File: src/rtl/mips_boot_loader_if.sv
// Byte-stream receive and program-memory write signals between the boot loader
// and its surroundings (byte source and instruction memory).
interface mips_boot_loader_if;
    logic [7:0]  RxData;
    logic        RxValid;
    logic        RxReady;
    logic        MemWrite;
    logic [31:0] MemAddress;
    logic [31:0] MemWriteData;

    modport slave (
        input  RxData, RxValid,
        output RxReady, MemWrite, MemAddress, MemWriteData
    );

    modport master (
        output RxData, RxValid,
        input  RxReady, MemWrite, MemAddress, MemWriteData
    );
endinterface

File: src/rtl/mips_boot_loader.sv
// Boot loader: takes a length-prefixed little-endian byte image, writes it word by
// word into program memory and releases the MIPS core once the image is complete.
module mips_boot_loader #(
    parameter int MEMORY_DEPTH = 32
) (
    input  logic                clk,
    input  logic                reset,
    input  logic                start,
    mips_boot_loader_if.slave   bus,
    output logic                CPUReset,
    output logic                Busy,
    output logic                Done,
    output logic                Error,
    output logic [15:0]         WordCount
);

    typedef enum logic [2:0] {
        IDLE, LEN_LO, LEN_HI, DATA, WRITE, DONE, ERROR
    } state_t;

    localparam logic [15:0] DEPTH = 16'(MEMORY_DEPTH);

    state_t      state, state_next;
    logic [15:0] len;
    logic [1:0]  byte_idx;
    logic [23:0] word_buf;
    logic        accept;
    logic [15:0] len_rx;
    logic        len_bad;
    logic        last_word;

    // Ready depends only on state, so there is no path from RxValid to RxReady.
    assign bus.RxReady = (state == LEN_LO) || (state == LEN_HI) || (state == DATA);
    assign bus.MemWrite = (state == WRITE);
    assign accept       = bus.RxValid && bus.RxReady;
    assign len_rx       = {bus.RxData, len[7:0]};
    assign len_bad      = (len_rx == 16'd0) || (len_rx > DEPTH);
    assign last_word    = (WordCount + 16'd1) == len;

    always_ff @(posedge clk) begin
        // NOTE: sequential state uses non-blocking assignments so every register
        // samples pre-edge values regardless of process ordering.
        if (reset) state <= IDLE;
        else       state <= state_next;
    end

    always_comb begin
        // NOTE: default first, so no path through this block leaves state_next
        // unassigned and infers a latch.
        state_next = state;
        unique case (state)
            IDLE, DONE, ERROR: if (start) state_next = LEN_LO;
            LEN_LO:            if (accept) state_next = LEN_HI;
            LEN_HI:            if (accept) state_next = len_bad ? ERROR : DATA;
            DATA:              if (accept && byte_idx == 2'd3) state_next = WRITE;
            WRITE:             state_next = last_word ? DONE : DATA;
            default:           state_next = IDLE;
        endcase
    end

    always_ff @(posedge clk) begin
        if (reset) begin
            CPUReset         <= 1'b1;
            Busy             <= 1'b0;
            Done             <= 1'b0;
            Error            <= 1'b0;
            WordCount        <= 16'd0;
            len              <= 16'd0;
            byte_idx         <= 2'd0;
            word_buf         <= 24'd0;
            bus.MemAddress   <= 32'd0;
            bus.MemWriteData <= 32'd0;
        end else begin
            unique case (state)
                IDLE, DONE, ERROR: begin
                    if (start) begin
                        Busy      <= 1'b1;
                        CPUReset  <= 1'b1;
                        Done      <= 1'b0;
                        Error     <= 1'b0;
                        WordCount <= 16'd0;
                    end
                end
                LEN_LO: if (accept) len[7:0] <= bus.RxData;
                LEN_HI: begin
                    if (accept) begin
                        len[15:8] <= bus.RxData;
                        byte_idx  <= 2'd0;
                        if (len_bad) begin
                            Busy  <= 1'b0;
                            Error <= 1'b1;
                        end
                    end
                end
                DATA: begin
                    if (accept) begin
                        byte_idx <= byte_idx + 2'd1;
                        unique case (byte_idx)
                            2'd0: word_buf[7:0]   <= bus.RxData;
                            2'd1: word_buf[15:8]  <= bus.RxData;
                            2'd2: word_buf[23:16] <= bus.RxData;
                            default: begin
                                // Address and data are presented during WRITE and then held.
                                bus.MemAddress   <= {14'd0, WordCount, 2'b00};
                                bus.MemWriteData <= {bus.RxData, word_buf};
                            end
                        endcase
                    end
                end
                WRITE: begin
                    WordCount <= WordCount + 16'd1;
                    if (last_word) begin
                        Busy     <= 1'b0;
                        Done     <= 1'b1;
                        CPUReset <= 1'b0;
                    end
                end
                default: ;
            endcase
        end
    end

endmodule

File: src/flat_wrapper.sv
// flat-port wrapper written by rule: the top's interface ports become plain ports
module mips_boot_loader_flat 
#(
    parameter int MEMORY_DEPTH = 32
)
  (clk, reset, start, CPUReset, Busy, Done, Error, WordCount, bus_RxData, bus_RxValid, bus_RxReady, bus_MemWrite, bus_MemAddress, bus_MemWriteData);
  mips_boot_loader_if bus_i ();
  input  logic clk;
  input  logic reset;
  input  logic start;
  output logic CPUReset;
  output logic Busy;
  output logic Done;
  output logic Error;
  output logic [15:0] WordCount;
  input wire logic [$bits(bus_i.RxData)-1:0] bus_RxData;
  input wire logic [$bits(bus_i.RxValid)-1:0] bus_RxValid;
  output wire logic [$bits(bus_i.RxReady)-1:0] bus_RxReady;
  output wire logic [$bits(bus_i.MemWrite)-1:0] bus_MemWrite;
  output wire logic [$bits(bus_i.MemAddress)-1:0] bus_MemAddress;
  output wire logic [$bits(bus_i.MemWriteData)-1:0] bus_MemWriteData;
  assign bus_i.RxData = bus_RxData;
  assign bus_i.RxValid = bus_RxValid;
  assign bus_RxReady = bus_i.RxReady;
  assign bus_MemWrite = bus_i.MemWrite;
  assign bus_MemAddress = bus_i.MemAddress;
  assign bus_MemWriteData = bus_i.MemWriteData;
  mips_boot_loader #(.MEMORY_DEPTH(MEMORY_DEPTH)) u_core (.clk(clk), .reset(reset), .start(start), .bus(bus_i), .CPUReset(CPUReset), .Busy(Busy), .Done(Done), .Error(Error), .WordCount(WordCount));
endmodule
File: config.mk
export PLATFORM = sky130hd
export DESIGN_NAME = mips_boot_loader_flat
export DESIGN_NICKNAME = d
export VERILOG_FILES = /design/src/rtl/mips_boot_loader_if.sv /design/src/rtl/mips_boot_loader.sv /design/src/flat_wrapper.sv
export SDC_FILE = /design/constraint.sdc
export NUM_CORES = 1
export LEC_CHECK = 0
export CAP_MARGIN = 20
export CORE_UTILIZATION = 53
export CTS_BUF_LIST = sky130_fd_sc_hd__clkbuf_4 sky130_fd_sc_hd__clkbuf_8 sky130_fd_sc_hd__clkbuf_16
export DETAILED_ROUTE_END_ITERATION = 6
export DONT_BUFFER_PORTS = 1
export PLACE_DENSITY_LB_ADDON = 0.1
export REMOVE_ABC_BUFFERS = 1
export SETUP_SLACK_MARGIN = 0.1
export SLEW_MARGIN = 20
export SYNTH_ARGS = -nofsm -noshare
export SYNTH_HDL_FRONTEND = slang
export SYNTH_SLANG_ARGS = --single-unit
File: constraint.sdc
create_clock -name clk -period 3 [get_ports clk]
set_clock_uncertainty 0.15 [all_clocks]
set_input_delay 0.9 -clock clk [delete_from_list [all_inputs] [get_ports clk]]
set_output_delay 0.9 -clock clk [all_outputs]
set_load 0.02 [all_outputs]
# Word level (Yosys, flattened, before mapping)
# Cells that the tools add are included.
[word_totals]
elab_cells = 85
inputBits = 12
memories = 0
output_inout_bits = 86
ff_bits = 113
ram_bits = 0
romBits = 0
latch_bits = 0
[classes]
eq_ne = 17
mux = 24
order_cmp = 1
div_mod_pow = 0
reduce_logical = 26
shifts = 0
add_sub_neg = 2
bitwise = 1
mul = 0
[ops]
columns = ["operator", "n"]
rows = [
  ["one-hot mux 16 bit (2 select lines)", 1],
  ["2-to-1 mux 3 bit", 6],
  ["AND reduction 3 bit", 6],
  ["adder 16 x 1 -> 16 bit, second input constant", 1],
  ["== test 16 bit", 1],
  ["> comparator 16 x 6 -> 1 bit, second input constant", 1],
  ["zero test 16 bit", 1],
  ["2-to-1 mux 16 bit", 1],
  ["one-hot mux 3 bit (5 select lines)", 1],
  ["!= test 2 x 1 -> 1 bit, second input constant", 5],
  ["== test 3 bit, second input constant", 3],
  ["2-to-1 mux 1 bit", 8],
  ["AND reduction 4 bit", 2],
  ["== test 3 x 2 -> 1 bit, second input constant", 2],
  ["one-hot mux 1 bit (2 select lines)", 3],
  ["AND reduction 2 bit", 3],
  ["nonzero test 2 bit", 3],
  ["OR reduction 3 bit", 2],
  ["AND reduction 5 bit", 1],
  ["== test 2 bit, second input constant", 2],
  ["2-to-1 mux 2 bit", 2],
  ["!= test 2 bit, second input constant", 2],
  ["one-hot mux 2 bit (2 select lines)", 1],
  ["== test 3 x 1 -> 1 bit, second input constant", 1],
  ["9 further kinds", 12],
]

# Longest topological paths before layout
# Gate-level depths: netlist of run 1.
[logic_depth]
ltp_word = 7
ltp_mapped = 8
mapped_depth_nobuf = 7

# Worst setup path after synthesis of run 1
# Ideal clock, no wire load.
[synth_timing]
path_type = "flip-flop to flip-flop"
from = "register u_core.WordCount[1]"
to = "register u_core.CPUReset"
path_buffers = 0
slack_ps = 626
t_required_ps = 2725
period_less_slack_ps = 2374
setup_time_ps = 125
path_stages_with_launch = 8
t_arrival_ps = 2099
path_cell_list = "dfxtp_1 ha_1 nand3_2 or4_1 o21ai_1 and4_1 nand4_2 nor2b_4"
[synth_between]
elab_chain_cells = 4
[synth_lines]
columns = ["element", "line_no", "text"]
rows = [
  ["start: declaration", "mips_boot_loader.sv:14", "output logic [15:0] WordCount"],
  ["start signal: assignment", "mips_boot_loader.sv:111", "WordCount <= WordCount + 16'd1;"],
  ["adder 16 x 1 -> 16 bit", "mips_boot_loader.sv:38", "assign last_word = (WordCount + 16'd1) == len;"],
  ["== test 16 bit", "mips_boot_loader.sv:38", ""],
  ["!= test 2 x 1 -> 1 bit (no source line)", "-", ""],
  ["AND reduction 3 bit (no source line)", "-", ""],
  ["end signal: assignment", "mips_boot_loader.sv:63", "CPUReset <= 1'b1;"],
  ["end signal: assignment", "mips_boot_loader.sv:78", "CPUReset <= 1'b1;"],
  ["end signal: assignment", "mips_boot_loader.sv:115", "CPUReset <= 1'b0;"],
  ["end: declaration", "mips_boot_loader.sv:10", "output logic CPUReset,"],
]
# Every way passes these cells.
# A chain may end at the register's enable or synchronous reset.

# Final worst setup path of run 1
[layout_timing]
from = "register u_core.state[0]"
to = "output port bus_RxReady"
[layout_between]
elab_chain_cells = 3
word_cells_on_any_way = 5
cone_classes = "eq/ne: 3; reduce/logical: 2"
[layout_lines]
columns = ["element", "line_no", "text"]
rows = [
  ["start: declaration", "mips_boot_loader.sv:23", "state_t state, state_next;"],
  ["start signal: assignment", "mips_boot_loader.sv:44", "else state <= state_next;"],
  ["== test 3 x 1 -> 1 bit or == test 3 x 2 -> 1 bit (tied branches)", "mips_boot_loader.sv:33", "assign bus.RxReady = (state == LEN_LO) || (state == LEN_HI) || (state == DATA);"],
  ["logical OR 1 bit", "mips_boot_loader.sv:33", ""],
  ["logical OR 1 bit *", "mips_boot_loader.sv:33", ""],
  ["end: declaration", "flat_wrapper.sv:18", "output wire logic [$bits(bus_i.RxReady)-1:0] bus_RxReady;"],
]
# Every way passes the cells marked *; elsewhere a longest branch is shown, timed or not.

==> out/metrics.yaml, run 1 <==
run_status:
  outcome: "complete, no violations"
global_routing:
  grt_overflow: 0
  antenna_found_initial: 0
  grt_use_total_pct: 25.9
  grt_max_degree: 113
  first_global_vias: 4035
  grt_pass1_wl_microns: 20400
synth:
  synth_top_cell_by_area: "dfxtp_1"
  synth_edf_count: 0
  postSynthAreaPerCell_sq_um: 7.86
  ys_ff_latch: 113
  ys_warn_count: 0
  yosysSeqAreaShare_pct: 44.6
  yosys-top-cells-area: "dfxtp_1 45%, nand2_1 11%, a21oi_1 10%"
  syn_inst: 645
  synthFlopType: "dfxtp_1"
  yosys.area.top_type_share_pct: 44.6
  synth_area_sq_um: 5070
  async_flop_share_pct: 0
  yosysUniqueCellTypes: 57
sta:
  setup_viol: 0
  setup_tns_ns: 0
  hold_violations: 0
  slew_viol_final: 0
  worst_pin_slew_ns: 0.946
  final.period_utilization_pct: 89.5
  maxSlewHeadroom_pct: 36.7
  period_needed_ns: 2.68
  fmaxAchievable_ghz: 0.373
  rsz0062_at_grt: "no"
  fin_ws_ns: 0.316
cts:
  clockBufferDepth: 2
  clk_pin_slew_ns: 0.06
  clock_latency_ns: 0.50
  cts_buffers: 17
  post_cts_resized: 0
  cts_sinks: 113
  cts_tree: "done"
  cts_root_buffer: "clkbuf_8"
  postCtsSetupRepairBufs: 0
  holdBufCountCts: 0
  htreeDepth: 4
worst_setup_path:
  worst-path-max-fanout: 12
  cp-start-kind: "flop"
  arrival_ns: 1.63
  crit_required_ns: 1.95
  end_kind: "output port"
  critPathKind: "reg -> out"
routing:
  firstDrtPassIters: 7
  wire_per_inst_microns: 16.0
  drc: 0
  wl_microns: 12500
  num_vias: 4389
  drt-vias-per-instance: 5.64
  drtAntennaViolNets: 0
  drt_iter0_markers: 174
die:
  die_area_sq_um: 9970
  initial_utilization_pct: 54.9
  core_sq_um: 9240
  die_x_microns: 99.8
  num_rows: 35
  die_y_microns: 99.8
  io-pin-count: 98
placement:
  dp_cells: 746
  port_buffers: 0
  dp_hpwl_microns: 7950
  gp_congestion: 0.874
  dp_worst_setup_slack_ns: 0.560
job:
  maxCapViolations: 0
pwr:
  irDropWorstVdd_mv: 0.478
  total_power_mw: 4.00
  powerDensity_nw_per_um2: 704
  leakage_nw: 1.94
cells_and_area:
  final_nets: 653
  drive_gt1_share_pct: 10.2
  fillers: 818
  multi_input_area_sq_um: 2530
  regArea_sq_um: 2260
  fin_cells: 778
  area_growth_pct: 12.2
  diodes: 0
min_path:
  hp-class: "reg -> reg"
==> cells in the final DEF (no fill, tap or decap), types with 8 or more instances in the layout <==
| cell type | n |
|---|---|
| a21oi_1 | 104 |
| buf_4 | 16 |
| clkbuf_16 | 16 |
| conb_1 | 16 |
| dfxtp_1 | 113 |
| inv_1 | 10 |
| mux2i_1 | 8 |
| nand2_1 | 152 |
| nand3_1 | 32 |
| nand4_1 | 9 |
| nor2_1 | 32 |
| nor3_1 | 9 |
| o21ai_0 | 17 |
| xnor2_1 | 21 |
==> stage by stage <==
stage | hold WS (ns) | utilization (%) | area (sq um)
after floorplan | 0.276 | - | 4830
after global placement | 0.282 | 55.6 | 5130
after detailed placement | 0.290 | 55.6 | 5130
after CTS | 0.294 | 61.6 | 5690
after global routing | 0.290 | 61.6 | 5690
final | 0.295 | 61.6 | 5690
==> synthesized netlist by cell type (all sizes together), types with 6 or more instances <==
master,number
a21oi,104
nor2,33
o21ai,18
buf,28
or3,6
clkbuf,32
dfxtp,113
mux2i,8
nor3,11
inv,10
nand4,10
nand3,33
nand2,153
xnor2,21
==> final timing paths <==
| check | startpoint | endpoint | slack [ns] | cells after the start |
|---|---|---|---|---|
| setup / recovery | u_core.state[0]$_SDFFE_PP0P_ | bus_RxReady | 0.32 | 2 |
| hold reg to reg | u_core.word_buf[21]$_SDFFE_PP0P_ | u_core.bus.MemWriteData[21]$_SDFFE_PP0P_ | 0.30 | 2 |
| setup reg to reg | u_core.WordCount[3]$_SDFFE_PP0P_ | u_core.CPUReset$_SDFFE_PP1P_ | 0.55 | 6 |
| hold / removal | u_core.word_buf[21]$_SDFFE_PP0P_ | u_core.bus.MemWriteData[21]$_SDFFE_PP0P_ | 0.30 | 2 |
==> state kept, by name, summed over array words and instances, names as in the netlist <==
name and cells:
u_core.bus.MemWriteData 32, u_core.word_buf 24, u_core.WordCount 16, u_core.bus.MemAddress 16, u_core.len 16, u_core.state 3, u_core.byte_idx 2, u_core.Busy 1
u_core.CPUReset 1, u_core.Done 1, u_core.Error 1
==> where the power goes <==
group	total [mW]	internal [mW]	switching [mW]	leakage, nW
logic	0.491	0.193	0.298	0.760
registers	1.64	1.55	0.0868	0.911
clock network	1.87	1.13	0.745	0.265
==> critical path, stage by stage, from the launching register on <==
cell	delay, ns
dfxtp_1	0.59
nor2_1	0.17
nor2_1	0.37
==> area by class of cell <==
type	instances	area share (%)
clock buffer	18	7.52
clock inverter	14	2.24
inverter	10	0.660
multi-input combinational	477	44.5
sequential	113	39.8
tap	129	2.84
timing repair buffer	17	2.46
==> metal layers <==
metal  vias to the layer above  global-route usage (%)  part of all wire (%)
met1                      2065                    35.3                    46
met5                         -                       0                     0
met2                       157                    41.1                    47
met3                        16                    5.15                   5.4
met4                         0                    8.82                   1.5
li1                       2151                       -                     -
==> logic make-up after synthesis <==
logic type | Yosys count | synth area share [%]
muxes | 8 | 1.58
AOI/OAI and AO/OA | 145 | 15.9
other | 1 | 0.0739
buffers and inverters | 70 | 6.68
and+or+nand+nor | 277 | 25.5
DFF | 113 | 44.6
adders and majority gates | 6 | 1.43
xor gates and xnor gates | 25 | 4.32
Power figures use the tool's default switching activity.
==> run 2: changes to the inputs <==
- CAP_MARGIN: 20 -> 25
- CORE_MARGIN: not set -> 2
- CTS_BUF_LIST: sky130_fd_sc_hd__clkbuf_4 sky130_fd_sc_hd__clkbuf_8 sky130_fd_sc_hd__clkbuf_16 -> sky130_fd_sc_hd__clkbuf_8
==> out/metrics.yaml, run 2 (same netlist as run 1, synthesis figures left out) <==
min_path:
  hold_end: "u_core.bus.MemWriteData[19]$_SDFFE_PP0P_"
  hold_depth: 2
  hp-class: "reg -> reg"
  hp-start: "u_core.word_buf[19]$_SDFFE_PP0P_"
die:
  initial_utilization_pct: 54.6
  die_y_microns: 102
  die_area_sq_um: 10400
  core_sq_um: 9280
  io-pin-count: 98
  num_rows: 35
  die_x_microns: 102
worst_setup_path:
  end_kind: "output port"
  cp-start-kind: "flop"
  startpoint: "u_core.state[0]$_SDFFE_PP0P_"
  path_buf_inv: 0
  rr_worst_depth: 6
  path_cells: "nor2_1 -> nor2_1"
  worst-path-max-fanout: 12
  crit_required_ns: 1.95
  slowest_delay_ns: 0.57
  cpMostUsedCell: "nor2_1"
  path_delay_family: "simple AND/OR/NAND/NOR gates"
  crit_slowest_cell: "dfxtp_1"
  rr_startpoint: "u_core.WordCount[4]$_SDFFE_PP0P_"
  regToRegEndpoint: "u_core.CPUReset$_SDFFE_PP1P_"
  r2r_slack_ns: 0.52
  arrival_ns: 1.56
  critPathKind: "reg -> out"
sta:
  setup_tns_ns: 0
  fin_ws_ns: 0.387
  slew_viol_final: 0
  rsz0062_at_grt: "no"
  hold_violations: 0
  final.period_utilization_pct: 87.1
  setup_viol: 0
  maxSlewHeadroom_pct: 44.1
  worst_pin_slew_ns: 0.834
  period_needed_ns: 2.61
  fmaxAchievable_ghz: 0.383
cells_and_area:
  top_register: "u_core.bus.MemWriteData"
  area_growth_pct: 8.56
  reg_top3: "u_core.bus.MemWriteData x32, u_core.word_buf x24"
  diodes: 0
  largest_reg_flops: 32
  layout_common_cells: "152 x nand2_1, 113 x dfxtp_1, 104 x a21oi_1, 32 x nor2_1, 32 x nand3_1"
  fillers: 868
  drive_gt1_share_pct: 10.0
  final_nets: 652
  final_common_cell: "nand2_1"
cts:
  holdBufCountCts: 0
  clk_pin_slew_ns: 0.07
  clock_latency_ns: 0.43
  htreeDepth: 4
  cts_root_buffer: "clkbuf_8"
  cts_sinks: 113
  cts_tree: "done"
  post_cts_resized: 0
  cts_buffers: 17
  clockBufferDepth: 2
  postCtsSetupRepairBufs: 0
global_routing:
  grt_use_total_pct: 25.5
  grt_max_degree: 113
  grt_pass1_wl_microns: 20700
  antenna_found_initial: 0
  first_global_vias: 4115
  grt_overflow: 0
routing:
  drt_iter0_markers: 218
  wl_microns: 12700
  drc: 0
  drtAntennaViolNets: 0
  wire_per_inst_microns: 16.3
  num_vias: 4351
  drt-vias-per-instance: 5.60
  firstDrtPassIters: 4
placement:
  dp_hpwl_microns: 8330
  gp_congestion: 0.898
  port_buffers: 0
  dp_worst_setup_slack_ns: 0.564
run_status:
  outcome: "complete, no violations"
job:
  maxCapViolations: 0
pwr:
  leakage_nw: 1.85
  irDropWorstVdd_mv: 0.385
  powerDensity_nw_per_um2: 636
==> run 2: stage by stage <==
stage	hold WS [ns]	cell area, sq um	util (%)	power [mW]	instances
floorplan	0.276	4830	-	2.02	600
global placement	0.284	5130	55.2	2.15	745
detailed placement	0.288	5130	55.2	2.16	745
CTS	0.299	5510	59.3	3.52	777
global route	0.319	5510	59.3	3.66	777
finish	0.301	5510	59.3	3.50	777
==> run 2: how the worst max path moves through the flow <==
stage,endpoint,slack [ns],cells after the start
global placement,u_core.CPUReset$_SDFFE_PP1P_,0.64,6
finish,bus_RxReady,0.39,2
detailed placement,u_core.CPUReset$_SDFFE_PP1P_,0.56,6
CTS,bus_RxReady,0.39,2
global route,bus_RxReady,0.27,2
floorplan,u_core.bus.MemAddress[10]$_SDFFE_PP0P_,-0.43,5
==> run 2: worst register-to-register path: cells and delay by family, from the launching register on <==
family	cells	cell delay, ns
flops	1	0.66
simple gates	5	1.36
compound gates	1	0.19
==> run 2: layout make-up <==
| cell class | count | area (sq um) | area share, % |
|---|---|---|---|
| inverters | 10 | 37.5 | 0.682 |
| clock inverters | 14 | 131 | 2.39 |
| repair buffers | 16 | 133 | 2.41 |
| clock buffers | 18 | 248 | 4.50 |
| flip-flops and latches | 113 | 2260 | 41.1 |
| well taps | 129 | 161 | 2.93 |
| multi-input cells | 477 | 2530 | 46.0 |
==> run 2: per-layer routing <==
layer | global-route usage, % | part of all wire [%] | up-vias
met5 | 0 | 0 | -
met4 | 9.95 | 2.3 | 0
met3 | 6.22 | 6.7 | 23
met2 | 39.5 | 45 | 142
met1 | 34.5 | 46 | 2035
li1 | - | - | 2151
==> run 2: report_power, final <==
part / internal [mW] / total, mW / switching (mW)
combinational: 0.186 / 0.498 / 0.312
sequential: 1.55 / 1.64 / 0.0911
clock: 0.685 / 1.36 / 0.675
total: 2.42 / 3.50 / 1.08
==> run 3: changes to the inputs <==
- CORE_UTILIZATION: 53 -> 25
==> out/metrics.yaml, run 3 (same netlist as run 1, synthesis figures left out) <==
sta:
  hold_violations: 0
  holdWs_ns: 0.300
  worst_pin_slew_ns: 0.513
  slew_viol_final: 0
  period_needed_ns: 2.68
  maxSlewHeadroom_pct: 65.8
  rsz0062_at_grt: "no"
  setup_viol: 0
  fmaxAchievable_ghz: 0.372
  final.period_utilization_pct: 89.5
  fin_ws_ns: 0.315
pwr:
  powerDensity_nw_per_um2: 625
  total_power_mw: 3.57
  irDropWorstVdd_mv: 0.227
  leakage_nw: 1.87
cts:
  cts_sinks: 113
  postCtsSetupRepairBufs: 0
  clock_latency_ns: 0.45
  clockBufferDepth: 2
  cts_tree: "done"
  post_cts_resized: 0
  holdBufCountCts: 0
  clk_pin_slew_ns: 0.07
  htreeDepth: 4
  cts_buffers: 17
  cts_root_buffer: "clkbuf_8"
global_routing:
  grt_pass1_wl_microns: 23500
  busiest_layer: "met2"
  grt_use_met1_pct: 17.8
  grt_use_total_pct: 14.0
  antenna_found_initial: 0
  grt_max_degree: 113
  first_global_vias: 4101
  use_met3_pct: 3.09
  met2_usage_pct: 22.7
  grt_overflow: 0
cells_and_area:
  fillers: 2194
  drive_gt1_share_pct: 10.4
  final_nets: 657
  regArea_sq_um: 2260
  largest_reg_flops: 32
  diodes: 0
  area_growth_pct: 12.7
  fin_area_sq_um: 5720
  reg_top3: "u_core.bus.MemWriteData x32, u_core.word_buf x24"
  layout_common_cells: "152 x nand2_1, 113 x dfxtp_1, 104 x a21oi_1, 32 x nor2_1, 32 x nand3_1"
  top_register: "u_core.bus.MemWriteData"
  final_common_cell: "nand2_1"
  multi_input_area_sq_um: 2530
worst_setup_path:
  path_cells: "nor2_1 -> nor2_1"
  slowest_delay_ns: 0.59
  path_depth: 2
  cpMostUsedCell: "nor2_1"
  critPathKind: "reg -> out"
  rr_startpoint: "u_core.WordCount[3]$_SDFFE_PP0P_"
  rr_worst_depth: 7
  regToRegEndpoint: "u_core.CPUReset$_SDFFE_PP1P_"
  cp-start-kind: "flop"
  arrival_ns: 1.63
  worst-path-max-fanout: 12
  r2r_slack_ns: 0.38
  path_delay_family: "simple AND/OR/NAND/NOR gates"
  path_buf_inv: 0
  crit_required_ns: 1.95
  crit_slowest_cell: "dfxtp_1"
  end_kind: "output port"
placement:
  port_buffers: 0
  place_area_sq_um: 5340
  dp_hpwl_microns: 10000
  gp_congestion: 0.803
  dp_worst_setup_slack_ns: 0.434
die:
  die_area_sq_um: 21400
  io-pin-count: 98
  die_y_microns: 146
  die_x_microns: 146
  core_sq_um: 20100
  num_rows: 52
  initial_utilization_pct: 25.2
job:
  maxCapViolations: 0
min_path:
  hp-class: "reg -> reg"
  hp-start: "u_core.word_buf[8]$_SDFFE_PP0P_"
  hold_depth: 2
  hold_end: "u_core.bus.MemWriteData[8]$_SDFFE_PP0P_"
routing:
  wire_per_inst_microns: 16.2
  drt_iter0_markers: 205
  num_vias: 4308
  wl_microns: 15000
  drtAntennaViolNets: 0
  firstDrtPassIters: 4
  drc: 0
  drt-vias-per-instance: 4.68
run_status:
  outcome: "complete, no violations"
run 3: cell count changes in the layout (fill, tap and decap cells not counted):
cell       before  now
buf_4          15   20
inv_6           4    0
clkinv_2        2    5
clkinv_4        3    0
bufinv_16       1    2
clkbuf_8       18   19
run 3: worst max-delay path by stage:
stage	start	endpoint
2_1_floorplan	bus_RxValid	u_core.bus.MemAddress[10]$_SDFFE_PP0P_
3_3_place_gp	u_core.WordCount[3]$_SDFFE_PP0P_	u_core.CPUReset$_SDFFE_PP1P_
3_5_place_dp	u_core.WordCount[3]$_SDFFE_PP0P_	u_core.CPUReset$_SDFFE_PP1P_
4_1_cts	u_core.state[0]$_SDFFE_PP0P_	bus_RxReady
5_1_grt	u_core.state[0]$_SDFFE_PP0P_	bus_RxReady
6_report	u_core.state[0]$_SDFFE_PP0P_	bus_RxReady
run 3: layout make-up:
class	instances	share of cell area, %
multi-input cells	477	44.3
flip-flops and latches	113	39.6
well taps	270	5.91
clock buffers	19	4.57
repair buffers	21	2.98
clock inverters	11	2.01
inverters	10	0.656
run 3: routing by layer:
| layer | part of all wire, % | up-vias | routed length, microns |
|---|---|---|---|
| li1 | - | 2153 | - |
| met1 | 47 | 2049 | 7080 |
| met2 | 47 | 83 | 7000 |
| met3 | 3.9 | 23 | 576 |
| met4 | 2.1 | 0 | 308 |
| met5 | 0 | - | 0 |
run 3: worst min-delay path: stages (launching register included):
cell     delay [ns]
dfxtp_1        0.31
nand2_1        0.05
a21oi_1        0.05
run 3: power breakdown:
part / switching, mW / total [mW] / internal (mW) / leakage, nW
Sequential: 0.0861 / 1.64 / 1.55 / 0.911
Clock: 0.659 / 1.42 / 0.762 / 0.185
Combinational: 0.310 / 0.512 / 0.202 / 0.779
run 3: per-stage QoR:
step / TNS (ns) / util (%) / std cells
4_1_cts: 0 / 28.4 / 921
3_3_place_gp: 0 / 26.6 / 891
2_1_floorplan: -20.67 / - / 600
5_1_grt: 0 / 28.4 / 921
6_report: 0 / 28.4 / 921
3_5_place_dp: 0 / 26.6 / 891
